$ cat config.mk
export PLATFORM = sky130hd
export DESIGN_NAME = lc3_writeback_rf
export DESIGN_NICKNAME = d
export VERILOG_FILES = /design/src/rtl/lc3_wb_pkg.sv /design/src/rtl/lc3_regfile.sv /design/src/rtl/lc3_writeback_rf.sv
export SDC_FILE = /design/constraint.sdc
export NUM_CORES = 1
export LEC_CHECK = 0
export BUFFER_PORTS_ARGS = -buffer_cell sky130_fd_sc_hd__buf_2
export CELL_PAD_IN_SITES_DETAIL_PLACEMENT = 2
export CELL_PAD_IN_SITES_GLOBAL_PLACEMENT = 2
export CORE_MARGIN = 4
export CORE_UTILIZATION = 40
export CTS_CLUSTER_SIZE = 16
export DETAILED_ROUTE_END_ITERATION = 6
export PLACE_DENSITY = 0.91
export SETUP_SLACK_MARGIN = 0.1
export SLEW_MARGIN = 20
export SYNTH_ARGS = -nofsm -noshare
export SYNTH_HDL_FRONTEND = slang
export SYNTH_HIERARCHICAL = 1
export SYNTH_SLANG_ARGS = --single-unit
$ cat constraint.sdc
create_clock -name clock -period 4.25 [get_ports clock]
set_clock_uncertainty 0.15 [all_clocks]
set_input_delay 1.0625 -clock clock [delete_from_list [all_inputs] [get_ports clock]]
set_output_delay 1.0625 -clock clock [all_outputs]
set_load 0.1 [all_outputs]
$ cat src/rtl/lc3_wb_pkg.sv
// Shared types and condition-code encoding for the LC3 writeback stage.
package lc3_wb_pkg;

  typedef enum logic [1:0] {
    WB_ALU = 2'd0,
    WB_MEM = 2'd1,
    WB_PC  = 2'd2,
    WB_NPC = 2'd3
  } wb_src_e;

  localparam logic [2:0] PSR_N    = 3'b100;
  localparam logic [2:0] PSR_Z    = 3'b010;
  localparam logic [2:0] PSR_P    = 3'b001;
  localparam logic [2:0] PSR_NONE = 3'b000;

  // Takes the result's sign bit and zero flag so it stays width-independent.
  function automatic logic [2:0] nzp(input logic sign, input logic zero);
    if (sign) begin
      return PSR_N;
    end else if (zero) begin
      return PSR_Z;
    end
    return PSR_P;
  endfunction

endpackage

$ cat src/rtl/lc3_regfile.sv
// Register file with one write port and RD_PORTS registered read ports,
// optionally forwarding the same-cycle write to matching reads.
module lc3_regfile #(
  parameter int unsigned DATA_W   = 16,
  parameter int unsigned REG_CNT  = 8,
  parameter int unsigned RD_PORTS = 2,
  parameter int unsigned BYPASS   = 1,
  localparam int unsigned AW      = $clog2(REG_CNT)
) (
  input  logic                         clock,
  input  logic                         reset,
  input  logic                         we,
  input  logic [AW-1:0]                waddr,
  input  logic [DATA_W-1:0]            wdata,
  input  logic [RD_PORTS*AW-1:0]       raddr,
  output logic [RD_PORTS*DATA_W-1:0]   rdata
);

  logic [DATA_W-1:0]          regs [REG_CNT];
  logic [RD_PORTS*DATA_W-1:0] rdata_d;
  logic [RD_PORTS*DATA_W-1:0] rdata_q;

  always_comb begin
    rdata_d = '0;
    for (int k = 0; k < RD_PORTS; k++) begin
      rdata_d[k*DATA_W +: DATA_W] = regs[raddr[k*AW +: AW]];
      if ((BYPASS != 0) && we && (raddr[k*AW +: AW] == waddr)) begin
        rdata_d[k*DATA_W +: DATA_W] = wdata;
      end
    end
  end

  always_ff @(posedge clock) begin
    if (!reset) begin
      for (int i = 0; i < REG_CNT; i++) begin
        regs[i] <= '0;
      end
      rdata_q <= '0;
    end else begin
      if (we) begin
        regs[waddr] <= wdata;
      end
      rdata_q <= rdata_d;
    end
  end

  assign rdata = rdata_q;

endmodule

$ cat src/rtl/lc3_writeback_rf.sv
// LC3 writeback stage: result source mux, N/Z/P condition codes and the
// architectural register file with registered read ports.
module lc3_writeback_rf
  import lc3_wb_pkg::*;
#(
  parameter int unsigned DATA_W   = 16,
  parameter int unsigned REG_CNT  = 8,
  parameter int unsigned RD_PORTS = 2,
  parameter int unsigned BYPASS   = 1,
  localparam int unsigned AW      = $clog2(REG_CNT)
) (
  input  logic                       clock,
  input  logic                       reset,
  input  logic                       enable_writeback,
  input  logic [1:0]                 W_Control,
  input  logic [DATA_W-1:0]          aluout,
  input  logic [DATA_W-1:0]          memout,
  input  logic [DATA_W-1:0]          pcout,
  input  logic [DATA_W-1:0]          npc,
  input  logic [AW-1:0]              dr,
  input  logic [RD_PORTS*AW-1:0]     sr,
  output logic [RD_PORTS*DATA_W-1:0] d_out,
  output logic [DATA_W-1:0]          wb_data,
  output logic [2:0]                 psr
);

  wb_src_e    wb_src;
  logic [2:0] psr_q;

  assign wb_src = wb_src_e'(W_Control);

  always_comb begin
    wb_data = '0;
    unique case (wb_src)
      WB_ALU: wb_data = aluout;
      WB_MEM: wb_data = memout;
      WB_PC:  wb_data = pcout;
      WB_NPC: wb_data = npc;
      default: wb_data = '0;
    endcase
  end

  always_ff @(posedge clock) begin
    if (!reset) begin
      psr_q <= PSR_NONE;
    end else if (enable_writeback) begin
      psr_q <= nzp(wb_data[DATA_W-1], wb_data == '0);
    end
  end

  assign psr = psr_q;

  lc3_regfile #(
    .DATA_W   (DATA_W),
    .REG_CNT  (REG_CNT),
    .RD_PORTS (RD_PORTS),
    .BYPASS   (BYPASS)
  ) u_regfile (
    .clock (clock),
    .reset (reset),
    .we    (enable_writeback),
    .waddr (dr),
    .wdata (wb_data),
    .raddr (sr),
    .rdata (d_out)
  );

endmodule
==> out/metrics.cfg <==
[synthesis]
netlist_area_um2=8398
synth-seq-area-share=0.5411
postSynthNetCount=703
synth_top_flop_cell=sky130_fd_sc_hd__edfxtp_1
synth-edff-count=128
postSynthRegisterBits=163
asyncSetResetFlopFracSynth=0
yosysWarningCount=6
synth_cell_type_count=33
cell_count_after_synthesis=625
synth.avg_cell_area_um2=13.44

[sta]
finalCritPeriodShare=0.9167
tns_ps=0
final_critical_period_ps=3896
hold_ws_ps=337.5
final_hold_viol_count=0
worstMarginPinSlew_ps=1042
rsz_0062_raised_after_global_routing=no
postLayoutSetupSlackWorst_ps=354.0
maxSlewHeadroom=0.3054
final-setup-viol-count=0
fmax_mhz=256.7
maxSlewViolCount=0

[floorplan]
initial_utilization=0.4111
die_area_um2=23380
floorplan.die.height_um=152.9
top_level_ports=129
die-width_um=152.9
floorplan.rows=52
core_region_area_um2=20430

[route]
first_pass_iters=5
routed_wire_length_mm=35.52
avgRoutedWirePerCell_um=34.06
num_vias=6677
drt_drc_violations_left=0
detailed_router_s_first_iteration_violation_count=826
drt-vias-per-instance=6.402
drtAntennaViolNets=0

[run_status]
result_of_the_run=finished, final reports clean

[layout]
layout.cells.most_common_list=sky130_fd_sc_hd__buf_2 (128), sky130_fd_sc_hd__and2_1 (128), sky130_fd_sc_hd__edfxtp_1 (128), sky130_fd_sc_hd__mux2i_1 (63), sky130_fd_sc_hd__a21oi_1 (62)
area_growth_pct=18.55
design_area_um2=9956
drive_above_1_share=0.3169
fillCellCount=1999
num-nets-final=835

[critical_path]
critical_path_class=in -> out
ordered_cell_list_for_the_critical_path=buf_2, mux4_1, buf_2
cp_data_arrival_time_ps=2680
cp_num_buf_inv=2
max_fo_critical_path=16
worst_setup_path_end_kind=primary output
worst_path_largest_cell_delay_ps=830
timing.critical_path.required_ps=3040
worst_path_max_delay_cell=sky130_fd_sc_hd__mux4_1
critPathLaunchType=input pin
cpMostUsedCell=sky130_fd_sc_hd__buf_2
path_delay_family=multiplexers

[placement]
detailedPlacementHpwl_mm=22.65
place.port_buffers=128
dpl_cell_area_um2=9354
gp_routability_congestion=0.8401
place_ws_ps=320.1

[clocking]
latest_clock_arrival_within_the_worst_skew_pair_ps=450
setup_fix_buffers_added_after_clock_tree_synthesis=0
postCtsHoldBufs=0
numCtsBuffers=17
clock_sinks=163
cts-root-buf=sky130_fd_sc_hd__clkbuf_16
path_clk_slew_ps=80
clock_path_buffers=2
cts_tree=built
post_cts_resize_count=0
htree_levels=4

[global_route]
pin_count_of_the_biggest_net_entering_global_routing=48
grt_first_pass_wirelength_mm=51.23
global_route.usage.total=0.3019
globalRoute.totalOverflow=0
grt_pass1_vias=7530
antenna_found_initial=5

[pwr]
p_leak_nw=3.889
ir_worst_vdd_mv=0.3112
total_power_consumption_w=0.004449
power.density_cell_area_nw_per_um2=446.9

[flow_run]
drv.max_cap_violation_count=0

[min_path]
timing.hold.worst.class=reg -> reg

through the flow:
| stage | util | instances |
|---|---|---|
| after floorplan | - | 625 |
| after global placement | 0.4578 | 1008 |
| after detailed placement | 0.4579 | 1008 |
| after CTS | 0.4870 | 1040 |
| after global routing | 0.4873 | 1043 |
| final | 0.4873 | 1043 |
sequential cells by signal, indices dropped and copies added (netlist names):
signal and cells:
u_regfile/regs 128, u_regfile/rdata 32, psr 3
worst register-to-register path: stages (launching register included):
cell and delay [ps]:
sky130_fd_sc_hd__edfxtp_1 480, sky130_fd_sc_hd__mux4_2 480, sky130_fd_sc_hd__a21oi_1 250, sky130_fd_sc_hd__a21oi_1 130
per-layer routing:
metal / track usage / share of wire
met3: 0.06814 / 0.072
met2: 0.5243 / 0.51
met5: 0 / 0
met1: 0.3527 / 0.37
met4: 0.1498 / 0.051
path summary, 6_finish.rpt:
kind	startpoint	endpoint	slack [ps]	cells after the start
setup / recovery	W_Control[0]	wb_data[3]	350	3
hold / removal	psr[1]$_SDFFE_PN0P_	psr[1]$_SDFFE_PN0P_	340	2
setup reg to reg	u_regfile/regs[3][4]$_SDFFCE_PN0P_	u_regfile/rdata[20]$_SDFF_PN0_	2600	3
hold reg to reg	psr[1]$_SDFFE_PN0P_	psr[1]$_SDFFE_PN0P_	340	2
layout make-up:
class                           instances  area, um2  share of cell area
Sequential cell                       163       4544              0.4565
Antenna cell                            3      7.507           0.0007541
Tap cell                              270      337.8             0.03393
Clock buffer                           19      442.9             0.04449
Clock inverter                         13      151.4             0.01521
Multi-Input combinational cell        411       3548              0.3564
Timing Repair Buffer                  164      923.4             0.09275
power by group:
part | total, W | leakage, nW | internal (W) | switching, W
registers | 0.00190 | 1.52 | 0.00183 | 0.0000702
clock network | 0.00161 | 0.282 | 0.000892 | 0.000716
logic | 0.000939 | 2.09 | 0.000242 | 0.000697
cells in the mapped netlist (2+ instances only):
library cell / number / area (um2)
sky130_fd_sc_hd__and2_1: 128 / 800.8
sky130_fd_sc_hd__edfxtp_1: 128 / 3844
sky130_fd_sc_hd__mux2i_1: 63 / 630.6
sky130_fd_sc_hd__a21oi_1: 62 / 310.3
sky130_fd_sc_hd__mux4_2: 41 / 923.4
sky130_fd_sc_hd__dfxtp_1: 35 / 700.7
sky130_fd_sc_hd__o22ai_1: 30 / 187.7
sky130_fd_sc_hd__o21ai_0: 23 / 115.1
sky130_fd_sc_hd__clkbuf_1: 19 / 71.32
sky130_fd_sc_hd__buf_2: 16 / 80.08
sky130_fd_sc_hd__o21ai_1: 14 / 70.07
sky130_fd_sc_hd__buf_6: 9 / 101.4
sky130_fd_sc_hd__mux4_1: 9 / 236.5
sky130_fd_sc_hd__nor2_1: 7 / 26.28
sky130_fd_sc_hd__nand2b_1: 6 / 37.54
sky130_fd_sc_hd__xor2_1: 6 / 52.55
sky130_fd_sc_hd__nand2_1: 4 / 15.01
sky130_fd_sc_hd__clkbuf_2: 3 / 15.01
sky130_fd_sc_hd__or2_2: 3 / 18.77
sky130_fd_sc_hd__buf_4: 2 / 15.01
sky130_fd_sc_hd__nor2b_1: 2 / 12.51
sky130_fd_sc_hd__nor4_1: 2 / 12.51
sky130_fd_sc_hd__nor4_2: 2 / 25.02
sky130_fd_sc_hd__or4_1: 2 / 15.01
cell families (layout without fill, tap and decap cells):
family          Yosys count  in the layout  share of synthesized area
other cells               0              3                          0
compound gates          132            132                    0.08433
xor+xnor                  6              6                   0.006257
flops                   163            163                     0.5411
simple gates            160            160                     0.1186
buf+inv                  51            196                    0.03650
mux                     113            113                     0.2132
Note: power is estimated with default switching activity, not from simulation.
